==> src/rtl/interleave_example_control_s_axi.sv <==
// ---------------------------------------------------------------------------
// interleave_example_control_s_axi
//
// AXI4-Lite slave register file and run-control sequencer for
// interleave_example_vadd. Host software programs the kernel arguments and
// sets CTRL.start. The block then issues a one-cycle ap_start pulse and
// tracks busy/done from the kernel's ap_done pulse.
//
// Register map (word addresses, the low two address bits are ignored):
//   0x00 CTRL   bit0 start/busy (RW1S), bit1 done (RO, clear-on-read),
//               bit2 idle (RO)
//   0x04 GIE    bit0 global interrupt enable      (IRQ build only)
//   0x08 IER    bit0 done interrupt enable        (IRQ build only)
//   0x0C ISR    bit0 done status, toggle-on-write-1 (IRQ build only)
//   0x10 offset[31:0]   0x14 offset[63:32]
//   0x18 xfer_size      0x1C constant
//
// Ports:
//   aclk, aresetn             clock, asynchronous active-low reset
//   s_axi_aw*/w*/b*           AXI4-Lite write address/data/response
//   s_axi_ar*/r*              AXI4-Lite read address/data
//   ap_start (out)            one-cycle start pulse to the kernel
//   ap_done  (in)             one-cycle completion pulse from the kernel
//   ctrl_addr_offset (out)    buffer offset argument
//   ctrl_xfer_size_in_bytes   transfer size argument
//   ctrl_constant (out)       adder constant argument
//   interrupt (out)           level interrupt, only with the macro below
//
// Configuration macro: INTERLEAVE_CTRL_IRQ_EN
//   defined   -> GIE/IER/ISR implemented, interrupt port present
//   undefined -> no interrupt port, 0x04..0x0C read 0 and ignore writes
// ---------------------------------------------------------------------------
module interleave_example_control_s_axi #(
    parameter int C_S_AXI_ADDR_WIDTH = 6,
    parameter int C_S_AXI_DATA_WIDTH = 32,
    parameter int C_M_AXI_ADDR_WIDTH = 64,
    parameter int C_XFER_SIZE_WIDTH  = 32,
    parameter int C_ADDER_BIT_WIDTH  = 32
) (
    input  logic                            aclk,
    input  logic                            aresetn,
    input  logic                            s_axi_awvalid,
    output logic                            s_axi_awready,
    input  logic [C_S_AXI_ADDR_WIDTH-1:0]   s_axi_awaddr,
    input  logic                            s_axi_wvalid,
    output logic                            s_axi_wready,
    input  logic [C_S_AXI_DATA_WIDTH-1:0]   s_axi_wdata,
    input  logic [C_S_AXI_DATA_WIDTH/8-1:0] s_axi_wstrb,
    output logic                            s_axi_bvalid,
    input  logic                            s_axi_bready,
    output logic [1:0]                      s_axi_bresp,
    input  logic                            s_axi_arvalid,
    output logic                            s_axi_arready,
    input  logic [C_S_AXI_ADDR_WIDTH-1:0]   s_axi_araddr,
    output logic                            s_axi_rvalid,
    input  logic                            s_axi_rready,
    output logic [C_S_AXI_DATA_WIDTH-1:0]   s_axi_rdata,
    output logic [1:0]                      s_axi_rresp,
    output logic                            ap_start,
    input  logic                            ap_done,
    output logic [C_M_AXI_ADDR_WIDTH-1:0]   ctrl_addr_offset,
    output logic [C_XFER_SIZE_WIDTH-1:0]    ctrl_xfer_size_in_bytes,
`ifdef INTERLEAVE_CTRL_IRQ_EN
    output logic [C_ADDER_BIT_WIDTH-1:0]    ctrl_constant,
    output logic                            interrupt
`else
    output logic [C_ADDER_BIT_WIDTH-1:0]    ctrl_constant
`endif
);

    localparam logic [1:0] W_ADDR = 2'd0;
    localparam logic [1:0] W_DATA = 2'd1;
    localparam logic [1:0] W_RESP = 2'd2;

    localparam logic [0:0] R_ADDR = 1'b0;
    localparam logic [0:0] R_DATA = 1'b1;

    // Register word indices (byte address >> 2).
    localparam int                AW     = C_S_AXI_ADDR_WIDTH - 2;
    localparam logic [AW-1:0]     A_CTRL  = AW'(0);
`ifdef INTERLEAVE_CTRL_IRQ_EN
    localparam logic [AW-1:0]     A_GIE   = AW'(1);
    localparam logic [AW-1:0]     A_IER   = AW'(2);
    localparam logic [AW-1:0]     A_ISR   = AW'(3);
`endif
    localparam logic [AW-1:0]     A_OFFLO = AW'(4);
    localparam logic [AW-1:0]     A_OFFHI = AW'(5);
    localparam logic [AW-1:0]     A_XFER  = AW'(6);
    localparam logic [AW-1:0]     A_CONST = AW'(7);

    function automatic logic [31:0] width_mask(input int bits);
        logic [31:0] m;
        m = '0;
        for (int unsigned i = 0; i < 32; i++) begin
            if (int'(i) < bits) m[i] = 1'b1;
        end
        return m;
    endfunction

    // Bits above each argument's port width are never stored, so they read 0.
    localparam logic [31:0] OFFLO_MASK = width_mask(C_M_AXI_ADDR_WIDTH);
    localparam logic [31:0] OFFHI_MASK = width_mask(C_M_AXI_ADDR_WIDTH - 32);
    localparam logic [31:0] XFER_MASK  = width_mask(C_XFER_SIZE_WIDTH);
    localparam logic [31:0] CONST_MASK = width_mask(C_ADDER_BIT_WIDTH);

    function automatic logic [31:0] merge(input logic [31:0] old_v,
                                          input logic [31:0] data,
                                          input logic [3:0]  strb,
                                          input logic [31:0] mask);
        logic [31:0] r;
        r = old_v;
        for (int unsigned b = 0; b < 4; b++) begin
            if (strb[b]) r[b*8 +: 8] = data[b*8 +: 8];
        end
        return r & mask;
    endfunction

    logic          init_q;
    logic [1:0]    wstate_q, wstate_d;
    logic [AW-1:0] waddr_q, waddr_d;
    logic [0:0]    rstate_q, rstate_d;
    logic [31:0]   rdata_q, rdata_d;
    logic          busy_q, busy_d;
    logic          done_q, done_d;
    logic          ap_start_q, ap_start_d;
    logic [31:0]   offlo_q, offlo_d;
    logic [31:0]   offhi_q, offhi_d;
    logic [31:0]   xfer_q, xfer_d;
    logic [31:0]   const_q, const_d;
`ifdef INTERLEAVE_CTRL_IRQ_EN
    logic          gie_q, gie_d;
    logic          ier_q, ier_d;
    logic          isr_q, isr_d;
    logic          irq_q;
`endif

    logic          aw_hs, w_hs, ar_hs;
    logic [AW-1:0] ar_word;
    logic          unused_addr_bits;

    assign unused_addr_bits = ^{s_axi_awaddr[1:0], s_axi_araddr[1:0]};

    // Ready outputs stay low until the first edge after reset release.
    assign s_axi_awready = init_q && (wstate_q == W_ADDR);
    assign s_axi_wready  = (wstate_q == W_DATA);
    assign s_axi_bvalid  = (wstate_q == W_RESP);
    assign s_axi_bresp   = 2'b00;
    assign s_axi_arready = init_q && (rstate_q == R_ADDR);
    assign s_axi_rvalid  = (rstate_q == R_DATA);
    assign s_axi_rdata   = rdata_q;
    assign s_axi_rresp   = 2'b00;

    assign aw_hs   = s_axi_awvalid && s_axi_awready;
    assign w_hs    = s_axi_wvalid && s_axi_wready;
    assign ar_hs   = s_axi_arvalid && s_axi_arready;
    assign ar_word = s_axi_araddr[C_S_AXI_ADDR_WIDTH-1:2];

    assign ap_start                = ap_start_q;
    assign ctrl_addr_offset        = C_M_AXI_ADDR_WIDTH'({offhi_q, offlo_q});
    assign ctrl_xfer_size_in_bytes = C_XFER_SIZE_WIDTH'(xfer_q);
    assign ctrl_constant           = C_ADDER_BIT_WIDTH'(const_q);
`ifdef INTERLEAVE_CTRL_IRQ_EN
    assign interrupt = irq_q;
`endif

    // Write channel FSM.
    always_comb begin
        wstate_d = wstate_q;
        waddr_d  = waddr_q;
        case (wstate_q)
            W_ADDR: if (aw_hs) begin
                waddr_d  = s_axi_awaddr[C_S_AXI_ADDR_WIDTH-1:2];
                wstate_d = W_DATA;
            end
            W_DATA: if (w_hs) wstate_d = W_RESP;
            W_RESP: if (s_axi_bready) wstate_d = W_ADDR;
            default: wstate_d = W_ADDR;
        endcase
    end

    // Read channel FSM; read data is captured at the AR handshake.
    always_comb begin
        rstate_d = rstate_q;
        rdata_d  = rdata_q;
        case (rstate_q)
            R_ADDR: if (ar_hs) begin
                rstate_d = R_DATA;
                rdata_d  = '0;
                case (ar_word)
                    A_CTRL: begin
                        rdata_d[0] = busy_q;
                        rdata_d[1] = done_q;
                        rdata_d[2] = ~busy_q;
                    end
`ifdef INTERLEAVE_CTRL_IRQ_EN
                    A_GIE:   rdata_d[0] = gie_q;
                    A_IER:   rdata_d[0] = ier_q;
                    A_ISR:   rdata_d[0] = isr_q;
`endif
                    A_OFFLO: rdata_d = offlo_q;
                    A_OFFHI: rdata_d = offhi_q;
                    A_XFER:  rdata_d = xfer_q;
                    A_CONST: rdata_d = const_q;
                    default: rdata_d = '0;
                endcase
            end
            R_DATA: if (s_axi_rready) rstate_d = R_ADDR;
            default: rstate_d = R_ADDR;
        endcase
    end

    // Register file and run control. Event order below matters: the
    // done/ISR set from ap_done is applied last so it wins over a same-cycle
    // clear-on-read or ISR toggle.
    always_comb begin
        busy_d     = busy_q;
        done_d     = done_q;
        ap_start_d = 1'b0;
        offlo_d    = offlo_q;
        offhi_d    = offhi_q;
        xfer_d     = xfer_q;
        const_d    = const_q;
`ifdef INTERLEAVE_CTRL_IRQ_EN
        gie_d      = gie_q;
        ier_d      = ier_q;
        isr_d      = isr_q;
`endif
        if (w_hs) begin
            case (waddr_q)
                A_CTRL: if (s_axi_wdata[0] && s_axi_wstrb[0] && !busy_q) begin
                    ap_start_d = 1'b1;
                    busy_d     = 1'b1;
                end
`ifdef INTERLEAVE_CTRL_IRQ_EN
                A_GIE: if (s_axi_wstrb[0]) gie_d = s_axi_wdata[0];
                A_IER: if (s_axi_wstrb[0]) ier_d = s_axi_wdata[0];
                A_ISR: if (s_axi_wstrb[0] && s_axi_wdata[0]) isr_d = ~isr_q;
`endif
                A_OFFLO: if (!busy_q) offlo_d = merge(offlo_q, s_axi_wdata, s_axi_wstrb, OFFLO_MASK);
                A_OFFHI: if (!busy_q) offhi_d = merge(offhi_q, s_axi_wdata, s_axi_wstrb, OFFHI_MASK);
                A_XFER:  if (!busy_q) xfer_d  = merge(xfer_q,  s_axi_wdata, s_axi_wstrb, XFER_MASK);
                A_CONST: if (!busy_q) const_d = merge(const_q, s_axi_wdata, s_axi_wstrb, CONST_MASK);
                default: ;
            endcase
        end
        if (ar_hs && (ar_word == A_CTRL)) done_d = 1'b0;
        if (ap_done && busy_q) begin
            busy_d = 1'b0;
            done_d = 1'b1;
`ifdef INTERLEAVE_CTRL_IRQ_EN
            if (ier_q) isr_d = 1'b1;
`endif
        end
    end

    always_ff @(posedge aclk or negedge aresetn) begin
        if (!aresetn) begin
            init_q     <= 1'b0;
            wstate_q   <= W_ADDR;
            waddr_q    <= '0;
            rstate_q   <= R_ADDR;
            rdata_q    <= '0;
            busy_q     <= 1'b0;
            done_q     <= 1'b0;
            ap_start_q <= 1'b0;
            offlo_q    <= '0;
            offhi_q    <= '0;
            xfer_q     <= '0;
            const_q    <= '0;
`ifdef INTERLEAVE_CTRL_IRQ_EN
            gie_q      <= 1'b0;
            ier_q      <= 1'b0;
            isr_q      <= 1'b0;
            irq_q      <= 1'b0;
`endif
        end else begin
            init_q     <= 1'b1;
            wstate_q   <= wstate_d;
            waddr_q    <= waddr_d;
            rstate_q   <= rstate_d;
            rdata_q    <= rdata_d;
            busy_q     <= busy_d;
            done_q     <= done_d;
            ap_start_q <= ap_start_d;
            offlo_q    <= offlo_d;
            offhi_q    <= offhi_d;
            xfer_q     <= xfer_d;
            const_q    <= const_d;
`ifdef INTERLEAVE_CTRL_IRQ_EN
            gie_q      <= gie_d;
            ier_q      <= ier_d;
            isr_q      <= isr_d;
            irq_q      <= gie_q & ier_q & isr_q;
`endif
        end
    end

endmodule

==> config.mk <==
export PLATFORM = sky130hd
export DESIGN_NAME = interleave_example_control_s_axi
export DESIGN_NICKNAME = d
export VERILOG_FILES = /design/src/rtl/interleave_example_control_s_axi.sv
export SDC_FILE = /design/constraint.sdc
export NUM_CORES = 1
export LEC_CHECK = 0
export CORE_UTILIZATION = 35
export CTS_CLUSTER_DIAMETER = 30
export CTS_CLUSTER_SIZE = 14
export DETAILED_ROUTE_END_ITERATION = 8
export PLACE_DENSITY = 0.67
export SYNTH_ARGS = -nofsm -noshare
export SYNTH_HDL_FRONTEND = slang
export SYNTH_SLANG_ARGS = --single-unit
==> constraint.sdc <==
create_clock -name aclk -period 2.47 [get_ports aclk]
set_input_delay 0.247 -clock aclk [delete_from_list [all_inputs] [get_ports aclk]]
set_output_delay 0.247 -clock aclk [all_outputs]
set_load 0.01 [all_outputs]
==> impl_metrics.env, run 1 <==
export IMPL_run_status="complete, no violations"
export IMPL_groute_usage_overall=0.214
export IMPL_cts_sinks=171
export IMPL_cts_max_level=4
export IMPL_grt_use_met1=0.273
export IMPL_post_drt_wl_per_cell_um=21.3
export IMPL_ys_types=30
export IMPL_use_met2=0.353
export IMPL_detail_route_vias_per_cell=5.25
export IMPL_ys_seq_elements=171
export IMPL_grt_pass1_vias=5868
export IMPL_syn_avg_cell_area_um2=14.0
export IMPL_multi_input_area_um2=2870
export IMPL_layout_nets=816
export IMPL_start_util=0.358
export IMPL_clkTransAtPathRegs_ps=60
export IMPL_final_antenna_net_count=0
export IMPL_r2r_end="offlo_q[28]"
export IMPL_core_area_um2=20300
export IMPL_vdd_ir_drop_max_v=0.000520
export IMPL_finalSetupViolations=0
export IMPL_syn_inst=520
export IMPL_post_cts_buffers=0
export IMPL_yosysWarnings=0
export IMPL_fmax_mhz=463
export IMPL_fin_area_um2=10500
export IMPL_crit_type="flop to flop"
export IMPL_rows=52
export IMPL_cts_buffers=17
export IMPL_grt_antenna_before_repair=0
export IMPL_grt_max_degree=63
export IMPL_fillers=1795
export IMPL_critPathRequiredTime_ps=2770
export IMPL_syn2layout_area_growth_pct=44.2
export IMPL_ys_top_cells_by_area="dfrtp_1 59%, mux2_2 25%, a222oi_1 4.0%"
export IMPL_cts_buffer_depth=2
export IMPL_hold_viol=0
export IMPL_worst_ep_arrival_time_ps=2460
export IMPL_synth_top_area_frac=0.589
export IMPL_p_leak_nw=4.65
export IMPL_path_delay_family="simple AND/OR/NAND/NOR gates"
export IMPL_pre_cts_slack_ps=182
export IMPL_fp_dieW_um=146
export IMPL_critPathLaunch="waddr_q[0]"
export IMPL_place_congestion=0.830
export IMPL_grt_busiest_layer="met2"
export IMPL_grt_pass1_wl_um=34500
export IMPL_root_buffer="clkbuf_16"
export IMPL_r2r_start="waddr_q[0]"
export IMPL_regArea_um2=4280
export IMPL_slowest_stage="nor3_2"
export IMPL_fin_ws_ps=310
export IMPL_min_period_over_period=0.874
export IMPL_vias=5477
export IMPL_placed_area_um2=9910
export IMPL_syn_area_um2=7270
export IMPL_slew_viol_final=0
export IMPL_finalWirelength_um=22300
export IMPL_rsz0062_at_grt="no"
export IMPL_clk_latency_ps=420
export IMPL_fin_skew_ps=8.43
export IMPL_maxCapViolCount=0
export IMPL_rrSetupSlack_ps=310
export IMPL_tns_ps=0
export IMPL_die_h_um=146
export IMPL_min_period_ps=2160
export IMPL_yosysTopAreaCell="dfrtp_1"
export IMPL_min_path_type="input pin to asynchronous set/reset pin"
export IMPL_cpPeakStageDelay_ps=470
export IMPL_fp_dieArea_um2=21300
export IMPL_worst_r2r_cell_count=4
export IMPL_slew_headroom=0.385
export IMPL_p_per_area_nw_per_um2=940
export IMPL_end_kind="flop"
export IMPL_cp_start_kind="flop"
export IMPL_drt_iter0_markers=376
export IMPL_place_hpwl_um=15500
export IMPL_crit_end="offlo_q[28]"
export IMPL_grt_overflow=0
export IMPL_cts_tree="built"
export IMPL_io_pins=226
export IMPL_worstMarginPinSlew_ps=922
export IMPL_drt_pass1_iter_count=6
export IMPL_drc_errors=0
export IMPL_ys_seq_area_frac=0.589
export IMPL_antenna_cells=0
export IMPL_crit_cells=4
export IMPL_worst_path_buf_inv=0
export IMPL_grtUsageMet3=0.0472
export IMPL_path_cells="or3b_4 > nor3_2 > nand3_2 > mux2_2"
export IMPL_drive_gt1_frac=0.310
export IMPL_numPortBuffers=217
export IMPL_worstPathMaxFanout=8
[layout by cell type (no fill, tap or decap), types with 4 or more instances in the layout]
cell type	count
nor2b_1	4
inv_1	4
buf_4	26
nor2_1	9
o21ai_0	34
a22o_1	4
clkdlybuf4s50_1	215
a222oi_1	29
nand3_4	4
nand3_2	4
mux2_2	163
conb_1	5
dfrtp_1	171
nand2_1	40
clkbuf_16	17
clkinvlp_4	4
[synth_stat cells]
library cell / n
mux2_1: 1
nand3_4: 4
a21o_1: 1
and3_1: 1
dfrtp_1: 171
mux2_2: 163
and2_1: 2
o22ai_1: 1
a221oi_1: 3
nor2b_1: 4
nor4b_1: 1
nand3_2: 4
inv_1: 4
nand2_1: 41
nor2_2: 2
a222oi_1: 29
nor2_1: 9
nor3_2: 1
nor4_1: 1
nor3b_1: 2
buf_4: 5
clkbuf_1: 23
a21oi_1: 1
nand3_1: 1
conb_1: 2
and3b_1: 3
a22o_1: 4
o21ai_0: 34
or3b_4: 1
nor3b_4: 1
[registers in the layout, indices dropped and copies added (netlist names)]
| register | flops |
|---|---|
| wstate_q | 2 |
| offlo_q | 32 |
| done_q | 1 |
| init_q | 1 |
| busy_q | 1 |
| waddr_q | 4 |
| ctrl_constant | 32 |
| s_axi_rvalid | 1 |
| ctrl_xfer_size_in_bytes | 32 |
| s_axi_rdata | 32 |
| offhi_q | 32 |
| ap_start | 1 |
[metrics by stage]
stage	utilization	total power, mW	std cells	hold WS [ps]
after detailed placement	0.488	7.33	1010	262
after global routing	0.516	10.3	1043	403
after global placement	0.488	7.22	1010	259
after CTS	0.516	9.95	1043	382
final	0.516	9.85	1043	372
after floorplan	-	5.35	523	-48.6
[layer usage]
layer	wire, um	part of all wire
met1	9340	0.42
met2	11100	0.50
met3	1280	0.058
met4	564	0.025
met5	0	0
[worst min path at each step]
stage,to,slack [ps],depth (start not counted)
after global routing,s_axi_rvalid,400,2
after global placement,wstate_q[0],260,1
after floorplan,ap_start,-50,0
after detailed placement,wstate_q[1],260,1
final,offhi_q[4],370,2
after CTS,ctrl_constant[5],380,2
[where the power goes]
group,leakage (nW),internal [mW],total [mW],switching (mW)
clock network,0.268,1.47,2.57,1.11
registers,2.34,3.52,4.14,0.612
logic,2.04,1.96,3.15,1.19
[area by class of cell]
class,count,area share
Inverter,4,0.00143
Clock buffer,22,0.0452
Timing Repair Buffer,246,0.230
Tap cell,270,0.0322
Clock inverter,10,0.00883
Sequential cell,171,0.408
Multi-Input combinational cell,320,0.274
[cells by family after synthesis]
group / count (synthesis) / synth area share
compound gates: 73 / 0.0744
buf+inv: 32 / 0.0191
flops: 171 / 0.589
mux: 164 / 0.254
other cells: 2 / 0.00103
simple gates: 78 / 0.0627
[repair_timing]
action / 4_1_cts / 5_1_grt
setup endpoints to repair: 0 / 0
hold endpoints to repair: 57 / 0
hold buffers: 1 / 0
resized for setup: 0 / 0
Power figures use the tool's default switching activity.
==> run 2, diff against run 1 <==
--- a/config.mk
+++ b/config.mk
@@ -7,7 +7,7 @@
 export LEC_CHECK = 0
 export CORE_UTILIZATION = 35
 export CTS_CLUSTER_DIAMETER = 30
-export CTS_CLUSTER_SIZE = 14
+export CTS_CLUSTER_SIZE = 40
 export DETAILED_ROUTE_END_ITERATION = 8
 export PLACE_DENSITY = 0.67
 export SYNTH_ARGS = -nofsm -noshare
==> results of run 2 <==
No change in the layout: final DEF, timing and power equal those of run 1.
==> run 3, diff against run 2 <==
--- a/config.mk
+++ b/config.mk
@@ -5,11 +5,12 @@
 export SDC_FILE = /design/constraint.sdc
 export NUM_CORES = 1
 export LEC_CHECK = 0
+export ABC_AREA = 1
 export CORE_UTILIZATION = 35
 export CTS_CLUSTER_DIAMETER = 30
 export CTS_CLUSTER_SIZE = 40
 export DETAILED_ROUTE_END_ITERATION = 8
-export PLACE_DENSITY = 0.67
+export PLACE_DENSITY_LB_ADDON = 0.05
 export SYNTH_ARGS = -nofsm -noshare
 export SYNTH_HDL_FRONTEND = slang
 export SYNTH_SLANG_ARGS = --single-unit
==> impl_metrics.env, run 3 <==
export IMPL_slew_viol_final=0
export IMPL_syn_area_um2=7810
export IMPL_grt_pass1_vias=6476
export IMPL_syn2layout_area_growth_pct=39.8
export IMPL_finalWirelength_um=25000
export IMPL_synth_most_common_cell="nand2_1"
export IMPL_core_area_um2=21800
export IMPL_rows=54
export IMPL_final_cell_mix="323 x nand2_1, 216 x clkdlybuf4s50_1, 171 x dfrtp_1"
export IMPL_post_drt_wl_per_cell_um=17.4
export IMPL_cts_buffer_depth=2
export IMPL_post_cts_resized=0
export IMPL_min_period_ps=1940
export IMPL_cts_sinks=171
export IMPL_synth_edf_count=0
export IMPL_cts_buffers=17
export IMPL_syn_inst=922
export IMPL_maxCapViolCount=0
export IMPL_p_leak_nw=5.33
export IMPL_r2r_start="waddr_q[3]"
export IMPL_fin_ws_ps=528
export IMPL_grt_max_degree=64
export IMPL_grt_busiest_layer="met2"
export IMPL_vdd_ir_drop_max_v=0.000441
export IMPL_syn_avg_cell_area_um2=8.47
export IMPL_drt_iter0_markers=367
export IMPL_run_status="complete, no violations"
export IMPL_grt_use_met1=0.327
export IMPL_antenna_cells=0
export IMPL_hold_viol=0
export IMPL_layout_nets=1194
export IMPL_vias=6751
export IMPL_p_per_area_nw_per_um2=864
export IMPL_finalSetupViolations=0
export IMPL_fp_dieW_um=151
export IMPL_ys_seq_elements=171
export IMPL_drc_errors=0
export IMPL_rrSetupSlack_ps=630
export IMPL_hold_ws_ps=381
export IMPL_start_util=0.358
export IMPL_worstMarginPinSlew_ps=1010
export IMPL_root_buffer="clkbuf_16"
export IMPL_yosysWarnings=0
export IMPL_post_cts_buffers=0
export IMPL_grt_overflow=0
export IMPL_drive_gt1_frac=0.113
export IMPL_worst_r2r_cell_count=4
export IMPL_r2r_end="ctrl_xfer_size_in_bytes[15]"
export IMPL_die_h_um=151
export IMPL_fillers=2126
export IMPL_ys_seq_area_frac=0.548
export IMPL_detail_route_vias_per_cell=4.72
export IMPL_ys_top_cells_by_area="dfrtp_1 55%, nand2_1 16%, o21ai_0 7.2%"
export IMPL_numPortBuffers=217
export IMPL_yosys_top_cells_count="324 x nand2_1, 171 x dfrtp_1, 113 x o21ai_0, 78 x inv_1, 47 x nand3_1"
export IMPL_use_met2=0.352
export IMPL_synth_top_area_frac=0.548
export IMPL_grtUsageMet3=0.0500
export IMPL_min_period_over_period=0.786
export IMPL_final_antenna_net_count=0
export IMPL_cts_max_level=4
export IMPL_end_kind="output pin"
export IMPL_slowest_stage="clkdlybuf4s50_1"
export IMPL_min_path_type="input pin to asynchronous set/reset pin"
export IMPL_cpPeakStageDelay_ps=600
export IMPL_place_congestion=0.810
export IMPL_drt_pass1_iter_count=7
export IMPL_worstPathMaxFanout=4
export IMPL_pre_cts_slack_ps=193
export IMPL_yosysTopAreaCell="dfrtp_1"
export IMPL_grt_pass1_wl_um=38300
export IMPL_fp_dieArea_um2=22900
export IMPL_worst_ep_arrival_time_ps=1690
export IMPL_synthFlopType="dfrtp_1"
export IMPL_clkTransAtPathRegs_ps=70
export IMPL_io_pins=226
export IMPL_path_cells="nor3_1 > clkdlybuf4s50_1"
export IMPL_rsz0062_at_grt="no"
export IMPL_fin_skew_ps=7.56
export IMPL_ys_types=29
export IMPL_slew_headroom=0.328
export IMPL_cp_start_kind="flop"
export IMPL_groute_usage_overall=0.228
export IMPL_cts_tree="built"
export IMPL_tns_ps=0
export IMPL_clk_latency_ps=420
export IMPL_layout_commonest_cell="nand2_1"
export IMPL_critPathRequiredTime_ps=2220
export IMPL_grt_antenna_before_repair=1
export IMPL_async_flop_share=1.00
export IMPL_crit_type="flop to output pin"
export IMPL_place_hpwl_um=17100
export IMPL_fmax_mhz=515
-- run 3: final cells by class --
cell class	instances	area, um^2	share of cell area
clock inverter	12	160	0.0147
inverter	84	318	0.0291
multi-input combinational	629	3020	0.276
tap	280	350	0.0321
sequential	171	4280	0.392
timing repair buffer	235	2340	0.214
clock buffer	20	457	0.0418
-- run 3: cell families (layout without fill, tap and decap cells) --
logic type	Yosys count	after routing	share of synthesized area
buffers and inverters	125	351	0.0700
other	2	5	0.000962
DFF	171	171	0.548
AOI/OAI and AO/OA	197	197	0.143
and+or+nand+nor	427	427	0.238
-- run 3: stage by stage --
step	util	std cells	instance area [um^2]	total power, mW
after floorplan	-	925	7820	4.94
after CTS	0.500	1431	10900	9.56
after global placement	0.472	1398	10300	6.68
after global routing	0.500	1431	10900	10.0
final	0.500	1431	10900	9.44
after detailed placement	0.472	1398	10300	6.70
-- run 3: repair_timing --
action,CTS,global route
endpoints found under the setup margin,0,0
hold buffers,1,0
hold endpoints to repair,59,0
-- run 3: worst max-delay path, delay by kind of cell, from the launching register on --
| family | cells | cell delay (ps) |
|---|---|---|
| buffers and inverters | 1 | 600 |
| AND/OR/NAND/NOR | 1 | 270 |
| flip-flops | 1 | 410 |
-- run 3: worst max path at each step --
| stage | startpoint | slack (ps) | end | cells past startpoint |
|---|---|---|---|---|
| 3_5_place_dp | s_axi_araddr[5] | 190 | s_axi_rdata[13] | 8 |
| 5_1_grt | s_axi_araddr[5] | 440 | s_axi_rdata[13] | 8 |
| 6_report | wstate_q[0] | 530 | s_axi_awready | 2 |
| 2_1_floorplan | waddr_q[0] | 1050 | offlo_q[14] | 7 |
| 3_3_place_gp | s_axi_araddr[5] | 190 | s_axi_rdata[13] | 8 |
| 4_1_cts | wstate_q[0] | 510 | s_axi_awready | 2 |
-- run 3: power by group --
part | internal (mW) | leakage, nW | total [mW] | switching [mW]
Sequential | 3.43 | 2.20 | 3.92 | 0.497
Combinational | 1.42 | 2.83 | 2.69 | 1.27
Clock | 1.66 | 0.290 | 2.82 | 1.16
Total | 6.51 | 5.33 | 9.44 | 2.93
-- run 3: metal layers --
layer | up-vias | share of wire
met4 | 2 | 0.0053
met3 | 10 | 0.059
met2 | 187 | 0.46
li1 | 3376 | -
met1 | 3176 | 0.48
met5 | - | 0.00056
